[src/rtl/l1_l2_arbiter.sv]
// Shares one unified-L2 port between the L1 I-cache and D-cache: grants one
// requester, drives L2 from a latched copy of its request, routes the response back.
module l1_l2_arbiter #(
  parameter int ADDR_WIDTH     = 16,
  parameter int DATA_WIDTH     = 128,
  parameter int FIXED_PRIORITY = 0,
  parameter int CNT_WIDTH      = 16
) (
  input  logic                  clk,
  input  logic                  reset,
  input  logic                  i_read,
  input  logic [ADDR_WIDTH-1:0] i_addr,
  output logic [DATA_WIDTH-1:0] i_rdata,
  output logic                  i_resp,
  input  logic                  d_read,
  input  logic                  d_write,
  input  logic [ADDR_WIDTH-1:0] d_addr,
  input  logic [DATA_WIDTH-1:0] d_wdata,
  output logic [DATA_WIDTH-1:0] d_rdata,
  output logic                  d_resp,
  output logic                  l2_read,
  output logic                  l2_write,
  output logic [ADDR_WIDTH-1:0] l2_addr,
  output logic [DATA_WIDTH-1:0] l2_wdata,
  input  logic [DATA_WIDTH-1:0] l2_rdata,
  input  logic                  l2_resp,
  output logic [CNT_WIDTH-1:0]  i_wait_cnt,
  output logic [CNT_WIDTH-1:0]  d_wait_cnt,
  output logic [1:0]            dbg_state_o
);

  // Handshake: L1 requests are levels held until their one-cycle resp pulse; the
  // L2 strobe is held from the cycle after the grant until the cycle l2_resp is high.
  typedef enum logic [1:0] {
    IDLE    = 2'd0,
    SERVE_I = 2'd1,
    SERVE_D = 2'd2,
    DONE    = 2'd3
  } state_t;

  state_t                state_q;
  logic                  last_d_q;
  logic                  l2_read_q;
  logic                  l2_write_q;
  logic [ADDR_WIDTH-1:0] addr_q;
  logic [DATA_WIDTH-1:0] wdata_q;
  logic [CNT_WIDTH-1:0]  i_wait_q, i_wait_d;
  logic [CNT_WIDTH-1:0]  d_wait_q, d_wait_d;
  logic                  d_req;
  logic                  grant_d;
  logic                  i_wait_inc;
  logic                  d_wait_inc;

  assign d_req   = d_read | d_write;
  // On a conflict the D-cache wins when fixed priority is set or the I-cache went last.
  assign grant_d = d_req & (~i_read | (FIXED_PRIORITY != 0) | ~last_d_q);

  always_ff @(posedge clk or posedge reset) begin
    if (reset) begin
      state_q    <= IDLE;
      last_d_q   <= 1'b0;
      l2_read_q  <= 1'b0;
      l2_write_q <= 1'b0;
      addr_q     <= '0;
      wdata_q    <= '0;
    end else begin
      case (state_q)
        IDLE: begin
          if (i_read || d_req) begin
            state_q    <= grant_d ? SERVE_D : SERVE_I;
            last_d_q   <= grant_d;
            addr_q     <= grant_d ? d_addr : i_addr;
            wdata_q    <= grant_d ? d_wdata : '0;
            l2_write_q <= grant_d & d_write;
            l2_read_q  <= ~(grant_d & d_write);
          end
        end
        SERVE_I, SERVE_D: begin
          if (l2_resp) begin
            state_q    <= DONE;
            l2_read_q  <= 1'b0;
            l2_write_q <= 1'b0;
          end
        end
        default: state_q <= IDLE;
      endcase
    end
  end

  // The DONE bubble still belongs to the previous winner for wait accounting.
  assign i_wait_inc = i_read & ((state_q == SERVE_D) | ((state_q == DONE) & last_d_q));
  assign d_wait_inc = d_req & ((state_q == SERVE_I) | ((state_q == DONE) & ~last_d_q));
  assign i_wait_d   = (i_wait_inc && !(&i_wait_q)) ? i_wait_q + CNT_WIDTH'(1) : i_wait_q;
  assign d_wait_d   = (d_wait_inc && !(&d_wait_q)) ? d_wait_q + CNT_WIDTH'(1) : d_wait_q;

  always_ff @(posedge clk or posedge reset) begin
    if (reset) begin
      i_wait_q <= '0;
      d_wait_q <= '0;
    end else begin
      i_wait_q <= i_wait_d;
      d_wait_q <= d_wait_d;
    end
  end

  assign i_resp      = l2_resp & (state_q == SERVE_I);
  assign d_resp      = l2_resp & (state_q == SERVE_D);
  assign i_rdata     = i_resp ? l2_rdata : '0;
  assign d_rdata     = d_resp ? l2_rdata : '0;
  assign l2_read     = l2_read_q;
  assign l2_write    = l2_write_q;
  assign l2_addr     = addr_q;
  assign l2_wdata    = wdata_q;
  assign i_wait_cnt  = i_wait_q;
  assign d_wait_cnt  = d_wait_q;
  assign dbg_state_o = state_q;

endmodule
[config.mk]
export PLATFORM = sky130hd
export DESIGN_NAME = l1_l2_arbiter
export DESIGN_NICKNAME = d
export VERILOG_FILES = /design/src/rtl/l1_l2_arbiter.sv
export SDC_FILE = /design/constraint.sdc
export NUM_CORES = 1
export LEC_CHECK = 0
export CAP_MARGIN = 10
export CORE_AREA = 10 10 277 279
export CTS_CLUSTER_DIAMETER = 120
export DETAILED_ROUTE_END_ITERATION = 8
export DIE_AREA = 0 0 287 289
export PLACE_DENSITY_LB_ADDON = 0.25
export SLEW_MARGIN = 10
export SYNTH_ARGS = -nofsm -noshare
export SYNTH_HDL_FRONTEND = slang
export SYNTH_SLANG_ARGS = --single-unit
[constraint.sdc]
create_clock -name clk -period 12.1 [get_ports clk]
set_clock_uncertainty 0.1 [all_clocks]
set_input_delay 1.815 -clock clk [delete_from_list [all_inputs] [get_ports clk]]
set_output_delay 1.815 -clock clk [all_outputs]
set_load 0.02 [all_outputs]
# Word level (Yosys, flattened, before mapping)
# Index checks and enable logic that the tools add are counted.
[totals] regBits=181 input_bits=294 out_inout_bits=438 wordCells=56
[op_classes] n_addsub=2 n_eq_ne=5 mux=13 n_bitwise=15 reduce_logical=13
[ops] operator="$mux W128" n=3
[ops] operator="$add A16 B1 Y16 const B" n=2
[ops] operator="$reduce_and A16 Y1" n=2
[ops] operator="$mux W16" n=1
[ops] operator="$and A1 B1 Y1" n=8
[ops] operator="$mux W2" n=3
[ops] operator="$eq A2 B2 Y1 const B" n=2
[ops] operator="$ne A2 B2 Y1 const B" n=2
[ops] operator="$or A1 B1 Y1" n=4
[ops] operator="$pmux W1 S2" n=2
[ops] operator="$pmux W2 S2" n=1
[ops] operator="$reduce_and A2 Y1" n=2
[ops] operator="$mux W1" n=3
[ops] operator="$not A1 Y1" n=3
[ops] operator="$reduce_and A3 Y1" n=1
[ops] operator="$eq A2 B1 Y1 const B" n=1
[ops] operator="$logic_and A1 B1 Y1" n=2
[ops] operator="$logic_not A1 Y1" n=2
[ops] operator="$logic_not A2 Y1" n=1
[ops] operator="$reduce_bool A2 Y1" n=1
[ops] operator="$reduce_or A2 Y1" n=1
[ops] operator="$logic_or A1 B1 Y1" n=1

# Depth between registers and ports, before layout
# Gate-level depths: netlist of run 1.
[depth] word_depth=7 ltp_mapped=8 mapped_depth_nobuf=6

# Worst setup path before layout of run 1
# OpenSTA, ideal clock, no wires.
[synth_path] kind="in2out" from="input l2_resp" to="output d_rdata[0]" arrival_time_ns=2.791 required_time_ns=10.185 slack_ns=7.394 stages=4 n_path_buf=3 cell_sequence="clkbuf_1 -> clkbuf_1 -> clkbuf_1 -> and3_1"
[synth_between] elab_chain_cells=2
[synth_lines] element="start: declaration" line_no="26" source="input logic l2_resp,"
[synth_lines] element="$and A1 B1 Y1" line_no="107" source="assign d_resp = l2_resp & (state_q == SERVE_D);"
[synth_lines] element="$mux W128" line_no="109" source="assign d_rdata = d_resp ? l2_rdata : '0;"
[synth_lines] element="end: declaration" line_no="19" source="output logic [DATA_WIDTH-1:0] d_rdata,"
# No other way between the ends.

# Worst setup path after layout of run 1
[layout_path] from="input l2_resp" to="output i_rdata[10]"
[layout_between] elab_chain_cells=2
[layout_lines] element="$and A1 B1 Y1" line_no="106" source="assign i_resp = l2_resp & (state_q == SERVE_I);"
[layout_lines] element="$mux W128" line_no="108" source="assign i_rdata = i_resp ? l2_rdata : '0;"
[layout_lines] element="end: declaration" line_no="13" source="output logic [DATA_WIDTH-1:0] i_rdata,"
# No other way between the ends.

==> metrics, run 1 <==
status finished clean; number of clock sinks seen by CTS 181; Min-Delay Path Class register to register; final-layout setup total negative slack 0 ps; sort of element at the end of the critical path output pin; GRT Resource Usage Total 14.5%; number of setup buffers added after CTS 0; path type of the worst setup path input port to output pin; gate count after technology mapping 852; Synth cell types 46; register bit count reported by yosys 181; Final nets 1,816; fin crit share 50.8%; effective utilization at floorplan 12.7%; Final Setup Violations 0; net count after synthesis 1,152; CTS buffer count 17; Avg Synthesized Cell Area 10.6 µm²; area taken by multi-input logic gates 4080 µm²; vertical die dimension 289 µm; CTS tree yes; top-level port count 732; fraction of registers with async set or reset after synthesis 100%; switching fraction of total power 42.5%; fraction of power consumed by combinational cells 56.5%; proportion of layout cells with a drive suffix above 1 3.73%; ratio of routed vias to standard cells 3.91; Avg WL per Cell 25.9 µm; Leak 7.97 nW; final routed wirelength across all metal layers 64.7 mm; num rows 98; nature of the critical path startpoint input port; setup repair after global routing missed its margin false; Skew-Pair Late Insertion Delay 460 ps; Clk Tree Root Cell clkbuf_16; vias in the first global route 10,100; share of power burned in the clock network 17.1%; DRC errors left 0; global-route wire length before repair 84.7 mm; Arr. time, crit path 4230 ps; Die W 287 µm; overall die area 82,900 µm²; max frequency 0.163 GHz; net switching power 1.59 mW; final slew viol count 0; final hold violations 0; initial detailed-routing violation count 427; post-detailed-route count of antenna-violating nets 0; final weighted congestion in routability-driven placement 0.844; filler cell count in the final layout 7,592; Synthesis Warnings 0; relative max-transition margin 21.7%; required time of the critical path 10,180 ps; flip-flop cell with the highest count after synthesis dfrtp_1; Peak VDD IR 0.114 mV; Post-Syn Area 9060 µm²; H-Tree Level Count 4; maximum fanout along the worst path 138; final core utilization 25.2%; number of detailed-route iterations in the first pass 6; post-cts sizing count 0; minimum period implied by the final worst setup slack 6150 ps; clock-pin slew reported for the worst setup and hold paths after clock tree synthesis 80 ps; sequential fraction of design power 26.4%; number of buffers inserted for hold repair after clock tree synthesis 0; routed vias 9,748; total half-perimeter wirelength after legalization and detailed placement 54.1 mm; area occupied by registers 4530 µm²; internal power component 2.15 mW; number of enable flip-flop cells after synthesis 0; floorplan core area 71,100 µm²; count of max-cap constraint violations 0; overall overflow remaining after global route 0; total power divided by cell area 209 nW/µm²; P&R area growth vs syn 97.9%; maximum count of clock buffers along a single path 2; number of port buffers 731; sequential fraction of the synthesis area 50.0%; number of antenna violations at the first check in global routing 37; worst-margin pin slew 1180 ps; pin count of the biggest net entering global routing 139
cells by family (layout without fill, tap and decap cells):
| group | count (synthesis) | count (layout) | synth area share (%) |
|---|---|---|---|
| xor+xnor | 27 | 27 | 2.61 |
| fa+ha+maj | 6 | 6 | 0.829 |
| buf+inv | 100 | 777 | 5.54 |
| mux | 21 | 21 | 2.38 |
| flops | 181 | 181 | 50.0 |
| simple gates | 353 | 353 | 23.7 |
| compound gates | 164 | 164 | 14.9 |
| other cells | 0 | 15 | 0 |
power by group through the flow:
stage	Combinational [mW]	Clock (mW)	Sequential (mW)
floorplan	0.837	0	1.25
global placement	2.15	0	0.989
detailed placement	2.16	0	0.989
CTS	2.16	0.670	0.991
global route	2.25	0.689	1.02
finish	2.12	0.641	0.989
critical path: stages:
cell and delay [ps]:
buf_6 490, buf_4 850, and3_1 300, clkdlybuf4s50_1 640
layout by cell type, fill, tap and decap left out, types with 3 or more instances in the layout:
master             n
o21ai_0            5
inv_1              5
diode_2           15
dfrtp_1          181
buf_4              8
clkbuf_16         17
clkinv_8           5
nor2_1             5
a22o_1           128
clkdlybuf4s50_1  730
xor2_1            24
ha_1               4
mux2i_1           17
nand3_1            5
nor3_1            15
xnor2_1            3
nand2_1           31
bufinv_16          4
and3_1           261
nor4_1             6
nand4_1           10
o21ai_1           17
inv_6              7
a21o_1             3
synth_stat cells, drive strengths merged, types with 8 or more instances:
| cell type | instances | area, µm² |
|---|---|---|
| and3 | 262 | 1640 |
| dfrtp | 181 | 4530 |
| a22o | 128 | 1120 |
| clkbuf | 64 | 240 |
| nand2 | 31 | 116 |
| buf | 30 | 239 |
| xor2 | 24 | 210 |
| o21ai | 23 | 119 |
| mux2i | 17 | 170 |
| nor3 | 15 | 75.1 |
| nand4 | 11 | 75.1 |
| nor4 | 8 | 65.1 |
final cells by class:
cell class                      count  share of cell area, %
Timing Repair Buffer              739                   41.2
Sequential cell                   181                   25.3
Multi-Input combinational cell    571                   22.8
Tap cell                          950                   6.63
Clock buffer                       17                   2.37
Clock inverter                     15                   1.42
Antenna cell                       15                  0.209
Inverter                            6                  0.154
path summary, 6_finish.rpt:
| check | cells after the start | to | slack [ps] | from |
|---|---|---|---|---|
| worst max-delay path | 4 | i_rdata[10] | 5950 | l2_resp |
| worst min-delay path | 2 | l2_addr[15]$_DFFE_PP0P_ | 390 | l2_addr[15]$_DFFE_PP0P_ |
| worst max register to register | 6 | l2_wdata[108]$_DFFE_PP0P_ | 9030 | dbg_state_o[0]$_DFFE_PP0P_ |
| worst min register to register | 2 | l2_addr[15]$_DFFE_PP0P_ | 390 | l2_addr[15]$_DFFE_PP0P_ |
| max in group asynchronous | 3 | l2_wdata[119]$_DFFE_PP0P_ | 8830 | reset |
| min in group asynchronous | 2 | l2_wdata[113]$_DFFE_PP0P_ | 1680 | reset |
routing by layer:
metal | wire [µm] | vias up | track usage, %
li1 | - | 4507 | -
met1 | 21200 | 4671 | 13.6
met2 | 35300 | 481 | 27.8
met3 | 6030 | 83 | 5.52
met4 | 2120 | 6 | 5.84
met5 | 41 | - | 0
per-stage QoR:
stage	cells	hold WS [ps]	power [mW]	worst slack, ps	cell area [µm²]
2_1_floorplan	852	434	2.08	5270	9060
3_3_place_gp	2447	372	3.13	6070	17200
3_5_place_dp	2447	374	3.15	5970	17200
4_1_cts	2479	393	3.82	5970	17900
5_1_grt	2485	408	3.96	5770	17900
6_report	2494	388	3.75	5950	17900
state kept, by name (all words and copies together), names as in the netlist:
name / count
l2_read: 1
i_wait_cnt: 16
dbg_state_o: 2
last_d_q: 1
d_wait_cnt: 16
l2_write: 1
l2_addr: 16
l2_wdata: 128
No activity file was read; power rests on OpenSTA's default activity.
==> run 2, diff against run 1 <==
- clock period: 12.1 -> 6.25 ns (I/O delays scaled with it)
==> run 2 against run 1 <==
Effect of this change: cell area down 0.24%; critical endpoint is now i_rdata[92]; core utilization down 0.062 points; worst setup slack worse by 4100 ps; routed wire length up 0.56%; highest routed layer unchanged; first-iteration DRC count up 12%; sequential share of layout area up 0.062 points; combinational power up 95%.
==> metrics, run 2 (synthesis results as in run 1) <==
minimum setup slack after placement 2330 ps; internal power component 4.09 mW; relative max-transition margin 33.6%; Leak 7.95 nW; post-detailed-route count of antenna-violating nets 0; global-route wire length before repair 85.1 mm; final weighted congestion in routability-driven placement 0.896; number of flip-flops under the largest register name 128; maximum count of clock buffers along a single path 2; num rows 98; P&R area growth vs syn 97.4%; final slew viol count 0; floorplan core area 71,100 µm²; maximum fanout along the worst path 91; CP Buf/Inv Count 3; overall die area 82,900 µm²; max frequency 0.229 GHz; share of power burned in the clock network 16.0%; R2R Setup Slk 3660 ps; number of clock sinks seen by CTS 181; slowest stage delay, CP 820 ps; minimum period implied by the final worst setup slack 4370 ps; area occupied by registers 4530 µm²; vias in the first global route 10,100; routed vias 9,839; critical-path cell list inv_1 > ha_4 > buf_4 > and3_1 > clkdlybuf4s50_1; library cell contributing the largest single delay on the critical path clkdlybuf4s50_1; number of buffers inserted for hold repair after clock tree synthesis 0; fraction of power consumed by combinational cells 57.4%; required time of the critical path 5210 ps; final hold violations 0; CTS buffer count 17; startpoint of the worst register-to-register path dbg_state_o[0]$_DFFE_PP0P_; total power divided by cell area 404 nW/µm²; number of detailed-route iterations in the first pass 5; effective utilization at floorplan 12.7%; filler cell count in the final layout 7,578; path type of the worst setup path register to output pin; total half-perimeter wirelength after legalization and detailed placement 54.4 mm; worst setup path start dbg_state_o[1]$_DFFE_PP0P_; nature of the critical path startpoint register; Die W 287 µm; number of port buffers 731; cell family with the largest share of critical-path delay buffers and inverters; GRT Resource Usage Total 14.5%; length in cells of the worst reg-to-reg path 5; area taken by multi-input logic gates 4080 µm²; fin crit share 70.0%; Clk Tree Root Cell clkbuf_16; proportion of layout cells with a drive suffix above 1 3.66%; status finished clean; overall overflow remaining after global route 0; sequential fraction of design power 26.6%; Antenna Cells 0; DRC errors left 0; Arr. time, crit path 3340 ps; number of setup buffers added after CTS 0; ratio of routed vias to standard cells 3.97; worst hold stages 2; sort of element at the end of the critical path output pin; pin count of the biggest net entering global routing 148; final-layout setup total negative slack 0 ps; top-level port count 732; Min-Delay Path Class register to register; leading cell type in the layout, fill and taps excluded clkdlybuf4s50_1; clock-pin slew reported for the worst setup and hold paths after clock tree synthesis 90 ps; Avg WL per Cell 26.3 µm; Peak VDD IR 0.204 mV; worst setup margin 1880 ps; post-cts sizing count 0; initial detailed-routing violation count 479; Final Setup Violations 0; switching fraction of total power 43.3%; startpoint of the worst hold path l2_addr[3]$_DFFE_PP0P_; logic depth of the worst path, buffers included 5; commonest cells after routing, fill and taps aside 730 x clkdlybuf4s50_1, 261 x and3_1, 181 x dfrtp_1; worst-margin pin slew 988 ps; vertical die dimension 289 µm; count of max-cap constraint violations 0; setup repair after global routing missed its margin false; final routed wirelength across all metal layers 65.1 mm; Skew-Pair Late Insertion Delay 450 ps; CTS tree yes; H-Tree Level Count 4; net switching power 3.13 mW; number of antenna violations at the first check in global routing 35; Final nets 1,815
[run 2: worst register-to-register path: stages, from the launching register on]
cell and delay (ps):
dfrtp_1 440, inv_1 160, ha_1 410, and3_4 720
buf_12 440, a22o_1 260
[run 2: path summary, 6_finish.rpt]
path / to
max: i_rdata[92]
min: l2_addr[3]$_DFFE_PP0P_
max reg2reg: l2_wdata[123]$_DFFE_PP0P_
min reg2reg: l2_addr[3]$_DFFE_PP0P_
max in group asynchronous: l2_wdata[12]$_DFFE_PP0P_
min in group asynchronous: l2_wdata[113]$_DFFE_PP0P_
[run 2: stage by stage]
stage / util, % / power [mW] / area [µm²] / cells / hold WS, ps
floorplan: - / 4.03 / 9060 / 852 / 434
global placement: 24.3 / 6.12 / 17300 / 2446 / 369
detailed placement: 24.3 / 6.16 / 17300 / 2446 / 375
CTS: 25.1 / 7.37 / 17900 / 2478 / 396
global route: 25.1 / 7.64 / 17900 / 2478 / 425
finish: 25.1 / 7.22 / 17900 / 2478 / 392
[run 2: routing by layer]
metal,GRT usage (%),routed length (µm),up-vias
met4,4.87,2200,2
li1,-,-,4487
met2,28.6,35600,529
met3,4.92,5510,105
met1,13.8,21700,4716
met5,0,9,-
[run 2: final cells by class]
cell class	count	area share, %
multi-input cells	571	22.8
inverters	6	0.154
flip-flops and latches	181	25.3
repair buffers	738	41.5
clock inverters	15	1.15
clock buffers	17	2.38
well taps	950	6.65
[run 2: power by group through the flow]
stage | Sequential (mW) | Combinational, mW | Clock (mW)
global placement | 1.92 | 4.20 | 0
global route | 1.98 | 4.40 | 1.25
CTS | 1.93 | 4.23 | 1.21
finish | 1.92 | 4.14 | 1.16
floorplan | 2.41 | 1.62 | 0
detailed placement | 1.92 | 4.23 | 0
